File: src/rtl/hilo_muldiv.sv
// HI/LO owner for the MIPS core: iterative shift-add multiply and restoring divide,
// plus direct MTHI/MTLO writes. One result bit per cycle, sign fix-up in a final cycle.
module hilo_muldiv #(
    parameter int Data_Width = 32
) (
    input  logic                  clk,
    input  logic                  rst,
    input  logic                  enable,
    input  logic [2:0]            op,
    input  logic [Data_Width-1:0] in0,
    input  logic [Data_Width-1:0] in1,
    output logic                  busy,
    output logic                  done,
    output logic [Data_Width-1:0] hi,
    output logic [Data_Width-1:0] lo
);
    localparam int W  = Data_Width;
    localparam int CW = $clog2(W) + 1;
    localparam logic [CW-1:0] LAST_ITER = CW'(W - 1);

    localparam logic [2:0] OP_MULT  = 3'd1;
    localparam logic [2:0] OP_MULTU = 3'd2;
    localparam logic [2:0] OP_DIV   = 3'd3;
    localparam logic [2:0] OP_DIVU  = 3'd4;
    localparam logic [2:0] OP_MTHI  = 3'd5;
    localparam logic [2:0] OP_MTLO  = 3'd6;

    typedef enum logic [1:0] {IDLE, CALC, FIX} state_t;
    state_t state, next_state;

    logic [W-1:0]   opa;
    logic [W-1:0]   opb;
    logic [2*W-1:0] acc;
    logic [CW-1:0]  cnt;
    logic           is_div, div_zero, sign_q, sign_r;

    logic           accept, req_md, req_div, req_signed, divisor_zero;
    logic [W-1:0]   mag0, mag1, mul_addend;
    logic [W:0]     mul_sum, div_shift;
    logic [W+1:0]   div_diff;
    logic [2*W-1:0] prod_fix;
    logic [W-1:0]   quo_fix, rem_fix;

    // opa holds the multiplicand or divisor; opb shifts out multiplier bits or shifts in quotient bits.
    always_comb begin
        accept       = enable && (state == IDLE);
        req_div      = (op == OP_DIV) || (op == OP_DIVU);
        req_md       = (op == OP_MULT) || (op == OP_MULTU) || req_div;
        req_signed   = (op == OP_MULT) || (op == OP_DIV);
        divisor_zero = (in1 == '0);
        mag0         = (req_signed && in0[W-1]) ? -in0 : in0;
        mag1         = (req_signed && in1[W-1]) ? -in1 : in1;
        mul_addend   = opb[0] ? opa : '0;
        mul_sum      = {1'b0, acc[2*W-1:W]} + {1'b0, mul_addend};
        div_shift    = {acc[W-1:0], opb[W-1]};
        div_diff     = {1'b0, div_shift} - {2'b00, opa};
        prod_fix     = sign_q ? -acc : acc;
        quo_fix      = sign_q ? -opb : opb;
        rem_fix      = sign_r ? -acc[W-1:0] : acc[W-1:0];
    end

    always_ff @(posedge clk) begin
        if (rst) state <= IDLE;
        else     state <= next_state;
    end

    always_comb begin
        next_state = state;
        case (state)
            IDLE: if (accept && req_md) next_state = (req_div && divisor_zero) ? FIX : CALC;
            CALC: if (cnt == LAST_ITER) next_state = FIX;
            FIX:  next_state = IDLE;
            default: next_state = IDLE;
        endcase
    end

    always_ff @(posedge clk) begin
        if (rst) begin
            hi       <= '0;
            lo       <= '0;
            busy     <= 1'b0;
            done     <= 1'b0;
            cnt      <= '0;
            opa      <= '0;
            opb      <= '0;
            acc      <= '0;
            is_div   <= 1'b0;
            div_zero <= 1'b0;
            sign_q   <= 1'b0;
            sign_r   <= 1'b0;
        end else begin
            busy <= (next_state != IDLE);
            done <= (state == FIX);
            case (state)
                IDLE: if (accept) begin
                    if (op == OP_MTHI) hi <= in0;
                    if (op == OP_MTLO) lo <= in0;
                    if (req_md) begin
                        // A zero divisor keeps the raw dividend in opb so FIX can return it in HI.
                        opa      <= req_div ? mag1 : mag0;
                        opb      <= req_div ? (divisor_zero ? in0 : mag0) : mag1;
                        acc      <= '0;
                        cnt      <= '0;
                        is_div   <= req_div;
                        div_zero <= req_div && divisor_zero;
                        sign_q   <= req_signed && (in0[W-1] ^ in1[W-1]);
                        sign_r   <= req_signed && in0[W-1];
                    end
                end
                CALC: begin
                    cnt <= cnt + CW'(1);
                    if (is_div) begin
                        acc <= {{(W-1){1'b0}}, div_diff[W+1] ? div_shift : div_diff[W:0]};
                        opb <= {opb[W-2:0], ~div_diff[W+1]};
                    end else begin
                        acc <= {mul_sum, acc[W-1:1]};
                        opb <= {1'b0, opb[W-1:1]};
                    end
                end
                FIX: begin
                    if (div_zero) begin
                        hi <= opb;
                        lo <= '1;
                    end else if (is_div) begin
                        hi <= rem_fix;
                        lo <= quo_fix;
                    end else begin
                        hi <= prod_fix[2*W-1:W];
                        lo <= prod_fix[W-1:0];
                    end
                end
                default: ;
            endcase
        end
    end
endmodule
File: config.mk
export PLATFORM = sky130hd
export DESIGN_NAME = hilo_muldiv
export DESIGN_NICKNAME = d
export VERILOG_FILES = /design/src/rtl/hilo_muldiv.sv
export SDC_FILE = /design/constraint.sdc
export NUM_CORES = 1
export LEC_CHECK = 0
export CELL_PAD_IN_SITES_DETAIL_PLACEMENT = 1
export CELL_PAD_IN_SITES_GLOBAL_PLACEMENT = 1
export CORE_ASPECT_RATIO = 0.5
export CORE_MARGIN = 1.5
export CORE_UTILIZATION = 35
export CTS_CLUSTER_SIZE = 40
export DETAILED_ROUTE_END_ITERATION = 7
export DONT_BUFFER_PORTS = 1
export PLACE_DENSITY_LB_ADDON = 0.1
export SKIP_CTS_REPAIR_TIMING = 1
export SLEW_MARGIN = 15
export SYNTH_ARGS = -nofsm -noshare
export SYNTH_HDL_FRONTEND = slang
export SYNTH_SLANG_ARGS = --single-unit
File: constraint.sdc
create_clock -name clk -period 4.17 [get_ports clk]
set_input_delay 0.6255 -clock clk [delete_from_list [all_inputs] [get_ports clk]]
set_output_delay 0.6255 -clock clk [all_outputs]
set_load 0.02 [all_outputs]
==> results of run 1 <==
-- routing by layer --
metal / up-vias / share of wire, % / global-route usage (%)
li1: 8758 / - / -
met1: 9547 / 51 / 49.7
met2: 712 / 39 / 43.5
met3: 72 / 8.4 / 5.65
met4: 0 / 1.3 / 4.46
met5: - / 0 / 0
-- power breakdown --
group | switching [uW] | internal [uW]
sequential | 191 | 2050
clock | 1020 | 1200
combinational | 952 | 509
-- through the flow --
step	cell area [um2]	hold slack (ps)	util (%)
2_1_floorplan	17900	432	-
4_1_cts	19500	93.7	38.7
5_1_grt	19500	102	38.7
6_report	19500	112	38.7
3_5_place_dp	18700	448	37.1
3_3_place_gp	18700	436	37.1
-- worst min path at each step --
stage	cells past startpoint	startpoint	end
4_1_cts	1	rst	lo[27]
3_5_place_dp	2	opa[22]	opa[22]
6_report	1	rst	lo[27]
5_1_grt	1	rst	lo[24]
2_1_floorplan	2	opa[14]	opa[14]
3_3_place_gp	2	opa[7]	opa[7]
-- layout by cell type (no fill, tap or decap), drive strengths merged, types with 9 or more instances in the layout --
| cell type | synthesis | layout |
|---|---|---|
| o22ai | 15 | 15 |
| o21ai | 207 | 207 |
| nand2 | 266 | 266 |
| nor3 | 38 | 38 |
| a221oi | 37 | 37 |
| or4 | 16 | 16 |
| a211oi | 41 | 41 |
| mux2i | 38 | 38 |
| a21o | 60 | 60 |
| or2 | 12 | 12 |
| nand3 | 33 | 33 |
| o211ai | 29 | 29 |
| a311oi | 14 | 14 |
| ha | 69 | 69 |
| a21oi | 212 | 212 |
| a22o | 13 | 13 |
| dfxtp | 206 | 206 |
| buf | 24 | 90 |
| or3 | 45 | 45 |
| and2 | 18 | 18 |
| xnor2 | 116 | 116 |
| nor2b | 15 | 15 |
| nor2 | 225 | 225 |
| o41ai | 13 | 13 |
| a22oi | 32 | 32 |
| inv | 68 | 68 |
| nand4 | 17 | 17 |
| and3 | 17 | 17 |
| o31ai | 41 | 41 |
| nor4 | 23 | 23 |
| a221o | 9 | 9 |
| nand2b | 23 | 23 |
| o221ai | 24 | 24 |
| xor2 | 129 | 129 |
| clkbuf | 189 | 35 |
| a31oi | 37 | 37 |
-- worst max-delay path, cell delays in order (launching register included) --
cell	delay (ps)
dfxtp_1	350
inv_1	210
ha_1	470
nand2_1	120
nor4_1	300
o31ai_1	210
a311oi_1	460
nor2_1	120
o211a_1	500
nand2_1	320
o211ai_1	130
a21oi_1	400
-- area by class of cell --
| class | count | area [um2] |
|---|---|---|
| Multi-Input combinational cell | 1980 | 12700 |
| Antenna cell | 1 | 2.50 |
| Fill cell | 6196 | 30800 |
| Clock buffer | 35 | 722 |
| Timing Repair Buffer | 90 | 713 |
| Tap cell | 690 | 863 |
| Sequential cell | 206 | 4130 |
| Inverter | 68 | 255 |
| Clock inverter | 8 | 62.6 |
-- cells by family (layout without fill, tap and decap cells) --
family / Yosys count / after routing
DFF: 206 / 206
muxes: 46 / 46
xor gates and xnor gates: 245 / 245
other: 0 / 1
AOI/OAI and AO/OA: 852 / 852
adders and majority gates: 71 / 71
buffers and inverters: 281 / 201
and+or+nand+nor: 766 / 766
-- flip-flops by register name, summed over array words and instances, names as in the netlist --
name,count
opb,32
busy,1
sign_q,1
opa,32
is_div,1
hi,32
acc,64
state,2
sign_r,1
done,1
cnt,6
div_zero,1
lo,32
==> results.json, run 1 <==
{
  "status": "completed",
  "drt_iter0_drc": 2063,
  "fin_crit_sh_pct": 90.3,
  "syn_area_um2": 17900,
  "vias": 19100,
  "p_per_area_nw_per_um2": 304,
  "final_net_count": 2511,
  "avgSynthCellArea_um2": 7.24,
  "synth.ff_latch_count": 206,
  "setup_ws_ps": 405,
  "cts_root_buf": "clkbuf_16",
  "synth_top_family_by_area": "compound AO/OA/AOI/OAI gates",
  "critPathRequiredTime_ps": 4610,
  "grt_max_degree": 143,
  "routed_wl_um": 84200,
  "clock_sinks": 206,
  "io_buffers": 0,
  "r2r-start": "opa[9]",
  "r2r_slack_ps": 400,
  "ir_worst_vdd_mv": 0.316,
  "synth_xor_area_share_pct": 12.0,
  "gp_congestion": 0.924,
  "antenna_found_initial": 2,
  "criticalPathCategory": "reg2reg",
  "synth-seq-area-share_pct": 23.1,
  "final_cells": 3078,
  "crit_arrival_ps": 4210,
  "yosysWarnings": 0,
  "r2r_cells": 11,
  "synth_fa_ha_area_share_pct": 5.06,
  "async_reset_ff_share_pct": 0,
  "clk_path_buf_depth": 3,
  "tightest_slew_ps": 1210,
  "dp_hpwl_um": 63900,
  "firstDrtPassIters": 5,
  "coreArea_um2": 50300,
  "syn-num-nets": 2608,
  "hold_path_class": "in2reg",
  "synth_ff_type": "dfxtp_1",
  "synth.area.top_cells": "dfxtp_1 (23%), xor2_1 (6.3%), a21oi_1 (5.9%)",
  "cts_tree": "done",
  "synth_most_common_cell": "nand2_1",
  "std_cell_rows": 58,
  "synth_top_area_cell": "dfxtp_1",
  "layout_min_cycle_time_ps": 3770,
  "initial_utilization_pct": 35.5,
  "drive_above_1_share_pct": 7.37,
  "p_leak_uw": 0.00743,
  "die_h_um": 163,
  "worstSetupStartpoint": "opa[9]",
  "netlist-cell-type-count": 81,
  "vias_per_cell": 6.20,
  "clock_latency_ps": 590,
  "skew_ps": 45.4,
  "syn_inst": 2467,
  "grt_overflow": 0,
  "die_x_um": 323,
  "max_cap_viol_count": 0,
  "drcViolationCount": 0,
  "ios": 136,
  "crit_path_end": "opb[0]",
  "dp.cells": 3034,
  "r2r-end": "opb[0]",
  "rsz0062_at_grt": "no",
  "antenna_left": 0,
  "power_uw": 5920,
  "die_area_um2": 52500,
  "hold_violations": 0,
  "syn2layout_area_growth_pct": 8.96,
  "place_ws_ps": 472,
  "synth_compound_area_share_pct": 30.9,
  "synthSimpleGateAreaFrac_pct": 20.1,
  "yosysTopAreaCellShare_pct": 23.1,
  "finalSetupViolCount": 0,
  "tns_ps": 0,
  "clock.fmax_ghz": 0.266,
  "cp-end-kind": "flop",
  "synth.mux.area_fraction_pct": 2.89,
  "maxSlewViolCount": 0,
  "synth_common_cells": "nand2_1 (266), nor2_1 (225), a21oi_1 (212)",
  "relSlewSlack_pct": 19.0,
  "wire_per_inst_um": 27.4,
  "cts_max_level": 1,
  "grt_pass1_wl_um": 124000,
  "cts-buffers-inserted": 24,
  "clkTransAtPathRegs_ps": 70,
  "grt_pass1_vias": 18300,
  "cp_max_fo": 15,
  "synth_edf_count": 0,
  "grtUsageTotal_pct": 31.4,
  "cp-start-kind": "flop"
}
No activity file was read; power rests on OpenSTA's default activity.
==> run 2: changes to the inputs <==
SLEW_MARGIN = not set   (was 15)
==> results of run 2 <==
No change in the layout: final DEF, timing and power equal those of run 1.
